## src/rtl/ram_pkg.sv

```systemverilog
// Shared types and constants for the single-port RAM controller.
// Provides FSM state encoding, the read-latency ceiling and the byte-lane width helper.
package ram_pkg;

    typedef enum logic {
        ST_IDLE  = 1'b0,
        ST_CLEAR = 1'b1
    } state_t;

    localparam int MAX_RD_LAT = 3;

    function automatic int be_w(input int data_w);
        return data_w / 8;
    endfunction

endpackage

```

## src/rtl/ram_sp_array.sv

```systemverilog
// Raw DEPTH x DATA_W storage with byte-enable write and a registered read.
// Ports: i_clk, i_rst_n (read register only), i_we/i_be/i_wdata write,
//        i_re read strobe, i_addr shared address, o_rdata registered read data.
module ram_sp_array
    import ram_pkg::*;
#(
    parameter int DATA_W = 16,
    parameter int ADDR_W = 8
) (
    input  logic                      i_clk,
    input  logic                      i_rst_n,
    input  logic                      i_we,
    input  logic                      i_re,
    input  logic [be_w(DATA_W)-1:0]   i_be,
    input  logic [ADDR_W-1:0]         i_addr,
    input  logic [DATA_W-1:0]         i_wdata,
    output logic [DATA_W-1:0]         o_rdata
);

    localparam int BE_W  = be_w(DATA_W);
    localparam int DEPTH = 2 ** ADDR_W;

    logic [DATA_W-1:0] r_mem [DEPTH];
    logic [DATA_W-1:0] r_rdata;

    // Storage is deliberately not reset.
    always_ff @(posedge i_clk) begin
        if (i_we) begin
            for (int i = 0; i < BE_W; i++) begin
                if (i_be[i]) begin
                    r_mem[i_addr][8*i +: 8] <= i_wdata[8*i +: 8];
                end
            end
        end
    end

    // Only loads on a read, so it also acts as the held output for latency 1.
    always_ff @(posedge i_clk or negedge i_rst_n) begin
        if (!i_rst_n) begin
            r_rdata <= '0;
        end else if (i_re) begin
            r_rdata <= r_mem[i_addr];
        end
    end

    assign o_rdata = r_rdata;

endmodule

```

## src/rtl/ram_sp_ctrl.sv

```systemverilog
// Single-port RAM controller: req/ready handshake, byte writes, read pipeline,
// clear engine. Ports: i_clk, i_rst_n, i_req, i_we, i_be, i_addr, i_d_in, i_clr;
// o_ready, o_d_out, o_rd_valid, o_clr_busy.
module ram_sp_ctrl
    import ram_pkg::*;
#(
    parameter int DATA_W     = 16,
    parameter int ADDR_W     = 8,
    parameter int RD_LAT     = 1,
    parameter int CLR_ON_RST = 1
) (
    input  logic                      i_clk,
    input  logic                      i_rst_n,
    input  logic                      i_req,
    input  logic                      i_we,
    input  logic [be_w(DATA_W)-1:0]   i_be,
    input  logic [ADDR_W-1:0]         i_addr,
    input  logic [DATA_W-1:0]         i_d_in,
    input  logic                      i_clr,
    output logic                      o_ready,
    output logic [DATA_W-1:0]         o_d_out,
    output logic                      o_rd_valid,
    output logic                      o_clr_busy
);

    localparam int BE_W = be_w(DATA_W);
    localparam logic [ADDR_W-1:0] LAST    = '1;
    localparam logic [ADDR_W:0]   CNT_ONE = (ADDR_W+1)'(1);

    if (RD_LAT < 1 || RD_LAT > MAX_RD_LAT || (DATA_W % 8) != 0) begin : g_bad_cfg
        $error("ram_sp_ctrl: RD_LAT must be 1..3 and DATA_W a multiple of 8");
    end

    state_t              r_state;
    state_t              w_next;
    logic [ADDR_W:0]     r_cnt;
    logic                r_ready;
    logic                r_start;

    logic                w_acc;
    logic                w_mem_we;
    logic                w_mem_re;
    logic [BE_W-1:0]     w_mem_be;
    logic [ADDR_W-1:0]   w_mem_addr;
    logic [DATA_W-1:0]   w_mem_wdata;
    logic [DATA_W-1:0]   w_rdata;

    // ready is registered so it is low throughout reset and the release cycle.
    assign w_acc      = i_req & r_ready;
    assign o_ready    = r_ready;
    assign o_clr_busy = (r_state == ST_CLEAR);

    always_comb begin
        w_next      = r_state;
        w_mem_we    = 1'b0;
        w_mem_re    = 1'b0;
        w_mem_be    = i_be;
        w_mem_addr  = i_addr;
        w_mem_wdata = i_d_in;
        unique case (r_state)
            ST_IDLE: begin
                w_mem_we = w_acc & i_we;
                w_mem_re = w_acc & ~i_we;
                // r_start forces the post-reset clear on the first edge.
                if (i_clr || r_start) begin
                    w_next = ST_CLEAR;
                end
            end
            ST_CLEAR: begin
                w_mem_we    = 1'b1;
                w_mem_be    = '1;
                w_mem_addr  = r_cnt[ADDR_W-1:0];
                w_mem_wdata = '0;
                if (r_cnt[ADDR_W-1:0] == LAST) begin
                    w_next = ST_IDLE;
                end
            end
            default: w_next = ST_IDLE;
        endcase
    end

    always_ff @(posedge i_clk or negedge i_rst_n) begin
        if (!i_rst_n) begin
            r_state <= ST_IDLE;
            r_cnt   <= '0;
            r_ready <= 1'b0;
            r_start <= (CLR_ON_RST != 0);
        end else begin
            r_state <= w_next;
            r_ready <= (w_next == ST_IDLE);
            r_start <= 1'b0;
            if (r_state == ST_CLEAR) begin
                r_cnt <= r_cnt + CNT_ONE;
            end else begin
                r_cnt <= '0;
            end
        end
    end

    ram_sp_array #(
        .DATA_W (DATA_W),
        .ADDR_W (ADDR_W)
    ) u_array (
        .i_clk   (i_clk),
        .i_rst_n (i_rst_n),
        .i_we    (w_mem_we),
        .i_re    (w_mem_re),
        .i_be    (w_mem_be),
        .i_addr  (w_mem_addr),
        .i_wdata (w_mem_wdata),
        .o_rdata (w_rdata)
    );

    // The array register is the first read stage; extra stages follow it.
    if (RD_LAT == 1) begin : g_lat1
        logic r_vld;

        always_ff @(posedge i_clk or negedge i_rst_n) begin
            if (!i_rst_n) begin
                r_vld <= 1'b0;
            end else begin
                r_vld <= w_mem_re;
            end
        end

        assign o_rd_valid = r_vld;
        assign o_d_out    = w_rdata;
    end else begin : g_latn
        logic [RD_LAT-1:0] r_vld;
        logic [DATA_W-1:0] r_dat [RD_LAT-1];

        always_ff @(posedge i_clk or negedge i_rst_n) begin
            if (!i_rst_n) begin
                r_vld <= '0;
                for (int k = 0; k < RD_LAT-1; k++) begin
                    r_dat[k] <= '0;
                end
            end else begin
                r_vld <= {r_vld[RD_LAT-2:0], w_mem_re};
                // Stages load only behind a valid, so the last one holds d_out.
                if (r_vld[0]) begin
                    r_dat[0] <= w_rdata;
                end
                for (int k = 1; k < RD_LAT-1; k++) begin
                    if (r_vld[k]) begin
                        r_dat[k] <= r_dat[k-1];
                    end
                end
            end
        end

        assign o_rd_valid = r_vld[RD_LAT-1];
        assign o_d_out    = r_dat[RD_LAT-2];
    end

endmodule

```

## config.mk

```make
export PLATFORM = sky130hd
export DESIGN_NAME = ram_sp_ctrl
export DESIGN_NICKNAME = d
export VERILOG_FILES = /design/src/rtl/ram_pkg.sv /design/src/rtl/ram_sp_array.sv /design/src/rtl/ram_sp_ctrl.sv
export SDC_FILE = /design/constraint.sdc
export NUM_CORES = 2
export LEC_CHECK = 0
export CORE_MARGIN = 2
export CORE_UTILIZATION = 57
export CTS_BUF_LIST = sky130_fd_sc_hd__clkbuf_8 sky130_fd_sc_hd__clkbuf_16
export DETAILED_ROUTE_END_ITERATION = 7
export DONT_BUFFER_PORTS = 1
export PLACE_DENSITY = 0.75
export SYNTH_ARGS = -nofsm -noshare
export SYNTH_HDL_FRONTEND = slang
export SYNTH_HIERARCHICAL = 1
export SYNTH_SLANG_ARGS = --single-unit
```

## constraint.sdc

```tcl
create_clock -name i_clk -period 8.4 [get_ports i_clk]
set_input_delay 1.68 -clock i_clk [delete_from_list [all_inputs] [get_ports i_clk]]
set_output_delay 1.68 -clock i_clk [all_outputs]
set_load 0.005 [all_outputs]
```

==> key figures <==
Status
  – Status: complete, but fails checks
  – Violated checks: design-rule violations, max-capacitance violations, max-slew violations

Timing
  – Least-Margin Pin Slew: ~1.6 ns
  – RSZ-0062 raised after global routing: false
  – Setup ws final: 2.740 ns
  – Minimum hold slack: 0.4504 ns
  – Fin crit share: between 60% and 70%
  – Final Hold Viols: 0
  – Slew HR: -7.624%
  – Worst Clk Skew: 0.04978 ns
  – Final Slew Violations: 5
  – # setup viols final: 0
  – Final Critical Period: between 5 and 6 ns
  – Post-route setup TNS: 0 ns
  – Peak Freq: between 150 and 200 MHz

Min path
  – Worst min path class: in -> async

Cells and area
  – Post-layout util: 63.30%
  – NumNets Final: around 7600
  – Area Overhead vs Synth: 10.35%
  – Share of layout cells above drive strength 1: 22.72%
  – Fillers: approximately 18000

Clock tree
  – Num CTS Buffers: 396
  – CTS tree: yes
  – H-tree levels: 5
  – Cts repair resizes: 0
  – Maximum buffer depth of the clock tree: 4
  – Clk sinks: around 4100
  – Clock Tree Root: clkbuf_16
  – Worst-Skew Late Latency: 0.94 ns
  – Postcts setup bufs: 0
  – Post-cts hold buffer count: 0
  – Clk slew on worst S/H paths: around 0.06 ns

Drt
  – DRT Pass-1 Iters: 8
  – Drt total wl: 433.9 mm
  – Routed length per placed instance: approximately 37 um
  – DRC Markers: 6
  – Via Count: roughly 82000
  – Vias/cell: 7.033
  – Remaining antenna violation count: 0
  – First DRT Iteration DRCs: between 10000 and 15000

Synth
  – Number of synthesized flops with an enable pin: between 4000 and 5000
  – Synthesized flop and latch total: ~4100
  – Yosys cell types: between 80 and 90
  – YS warnings: 6
  – Asr flop ratio synth: 0.6790%
  – Synth area leader: edfxtp_1
  – Cell area after synthesis: around 160000 um2
  – Mapped Avg Cell Area: between 20 and 25 um2
  – Mapped Cells: around 7500
  – Top cell type's share of synthesized area: 76.68%
  – Syn Nets: 7505
  – Top FF cell, synth: edfxtp_1
  – Main area contributors after synthesis: edfxtp_1 77%, mux4_2 14%, mux2i_1 1.9%
  – Register area share after synthesis: roughly 77%

Setup path
  – Crit-path cells: mux2_2 > buf_4 > nor2b_1 > nand2_1 > inv_1 > nand2_1 > nor2_1
  – CP Data Required Time: around 9 ns
  – Most used cell, CP: nand2_1
  – Largest fanout on the critical path: 30
  – Worst Setup Start Kind: flip-flop
  – CP arrival: approximately 6.2 ns
  – Max stage delay on crit path: roughly 0.85 ns
  – CP endpoint kind: flip-flop
  – Worst path slowest cell: nor2b_1
  – CP Class: reg -> reg

Global route
  – Global-route wire length before repair: roughly 610 mm
  – Remaining Overflow, GRT: 0
  – Vias in the first global route: 80325
  – GRT Util Overall: a little under a third
  – Largest net degree at the start of global routing: between 200 and 250
  – Initial antenna violation count: 19

Floorplan
  – Top-level I/O count: 50
  – Initial Util: 57.36%
  – Vert. Die Dim: between 500 and 600 um
  – Die area: approximately 290000 um2
  – Placeable Area: 279600 um2
  – Die Span X: approximately 530 um
  – FP Rows: between 150 and 200

Placed design
  – Pre-CTS WS: approximately 2.1 ns
  – Post-DP HPWL: approximately 260 mm
  – Placer Congestion: approximately 0.90
  – # port buffers: 0

Pwr
  – Final Power: roughly 52 mW
  – Pwr per Cell Area: 295.1 nW/um2
  – Cell leakage power: ~56 nW
  – Max IR drop VDD: about 0.00026 V

Job
  – Max-Cap Viols: 1
cell type report:
class | instances | area, um2 | share of cell area (%)
clock buffer | 412 | 10210 | 5.767
tap | 3724 | 4659 | 2.632
inverter | 8 | 47.55 | 0.02686
multi-input combinational | 2887 | 34160 | 19.30
timing repair buffer | 176 | 1684 | 0.9515
clock inverter | 303 | 2510 | 1.418
sequential | 4124 | 123700 | 69.89
antenna | 14 | 35.03 | 0.01979
logic make-up (layout without fill, tap and decap cells):
family,count (synthesis),in the layout,share of synthesized area (%)
flops,4124,4124,77.12
mux,1325,1325,16.05
simple gates,1026,1026,2.732
compound gates,531,531,2.278
buf+inv,462,899,1.797
xor+xnor,3,3,0.01638
fa+ha+maj,1,1,0.007799
other cells,1,15,0.002338
metrics by stage:
step | instance area, um2 | instances
after CTS | 177000 | 11634
after floorplan | 160400 | 7473
after global routing | 177000 | 11638
after detailed placement | 164300 | 10919
after global placement | 164300 | 10919
final | 177000 | 11648
state kept, by name, indices dropped and copies added (netlist names):
name and flops:
u_array/o_rdata 16, r_start 1, o_clr_busy 1, u_array/r_mem 4096, o_rd_valid 1, r_cnt 8
o_ready 1
report_power, final:
part / internal (mW) / leakage, nW / switching (mW)
clock network: 9.99 / 6.59 / 7.49
logic: 3.95 / 11.2 / 8.03
registers: 22.7 / 38.3 / 0.118
total: 36.6 / 56.1 / 15.6
Yosys cell counts (all sizes together), types with 10 or more instances:
cell type  instances
nand3             68
nand4             10
dfrtp             27
a22oi            124
nor2             607
nand2b            13
nor4              12
a221oi            23
o21ai             68
mux2              25
nor3              24
buf              308
o22a              16
clkbuf           146
o22ai             71
mux2i            305
mux4             995
a21oi             94
edfxtp          4096
nand2            209
nor2b             29
a211oi            13
a32oi             42
a31oi             19
metal layers:
metal | wire (um) | track usage (%)
met1 | 146600 | 40.13
met2 | 203900 | 46.65
met3 | 55970 | 7.890
met4 | 27270 | 15.99
met5 | 130 | 0
cells in the final DEF, fill, tap and decap left out, types with 10 or more instances in the layout:
master	Yosys	layout
clkinv_1	0	79
clkbuf_16	0	403
dfrtp_1	27	26
clkinv_2	0	65
inv_1	5	98
a22oi_1	124	124
nor2b_4	0	20
nor2_1	603	598
o21ai_0	47	44
nand3_1	67	61
edfxtp_1	4096	4096
mux2_2	22	18
buf_4	88	147
diode_2	0	14
nand2b_1	13	12
o21ai_1	21	21
o22ai_1	71	71
nand2_1	208	208
a32oi_1	42	42
a31oi_1	19	19
mux4_2	995	995
nand4_1	10	10
buf_12	2	29
a221oi_1	23	23
nor3_1	24	23
o22a_1	16	16
a211oi_1	13	13
bufinv_16	0	40
mux2i_1	305	305
a21oi_1	94	94
nor4_1	11	11
critical path: cells and delay by family, from the launching register on:
family                 cells  cell delay (ns)
muxes                      1             0.45
DFF                        1             0.67
and+or+nand+nor            4             3.08
buffers and inverters      2             0.99
worst paths after layout:
check	startpoint	end	slack, ns	cells past startpoint
max in group asynchronous	i_rst_n	r_start	7.73	0
min in group i_clk	r_cnt[0]	r_cnt[0]	0.54	1
worst max register to register	o_clr_busy	u_array/r_mem[175][4]	2.74	7
worst max-delay path	o_clr_busy	u_array/r_mem[175][4]	2.74	7
worst min-delay path	i_rst_n	o_ready	0.45	0
worst min register to register	r_cnt[0]	r_cnt[0]	0.54	1
Note: power is estimated with default switching activity, not from simulation.
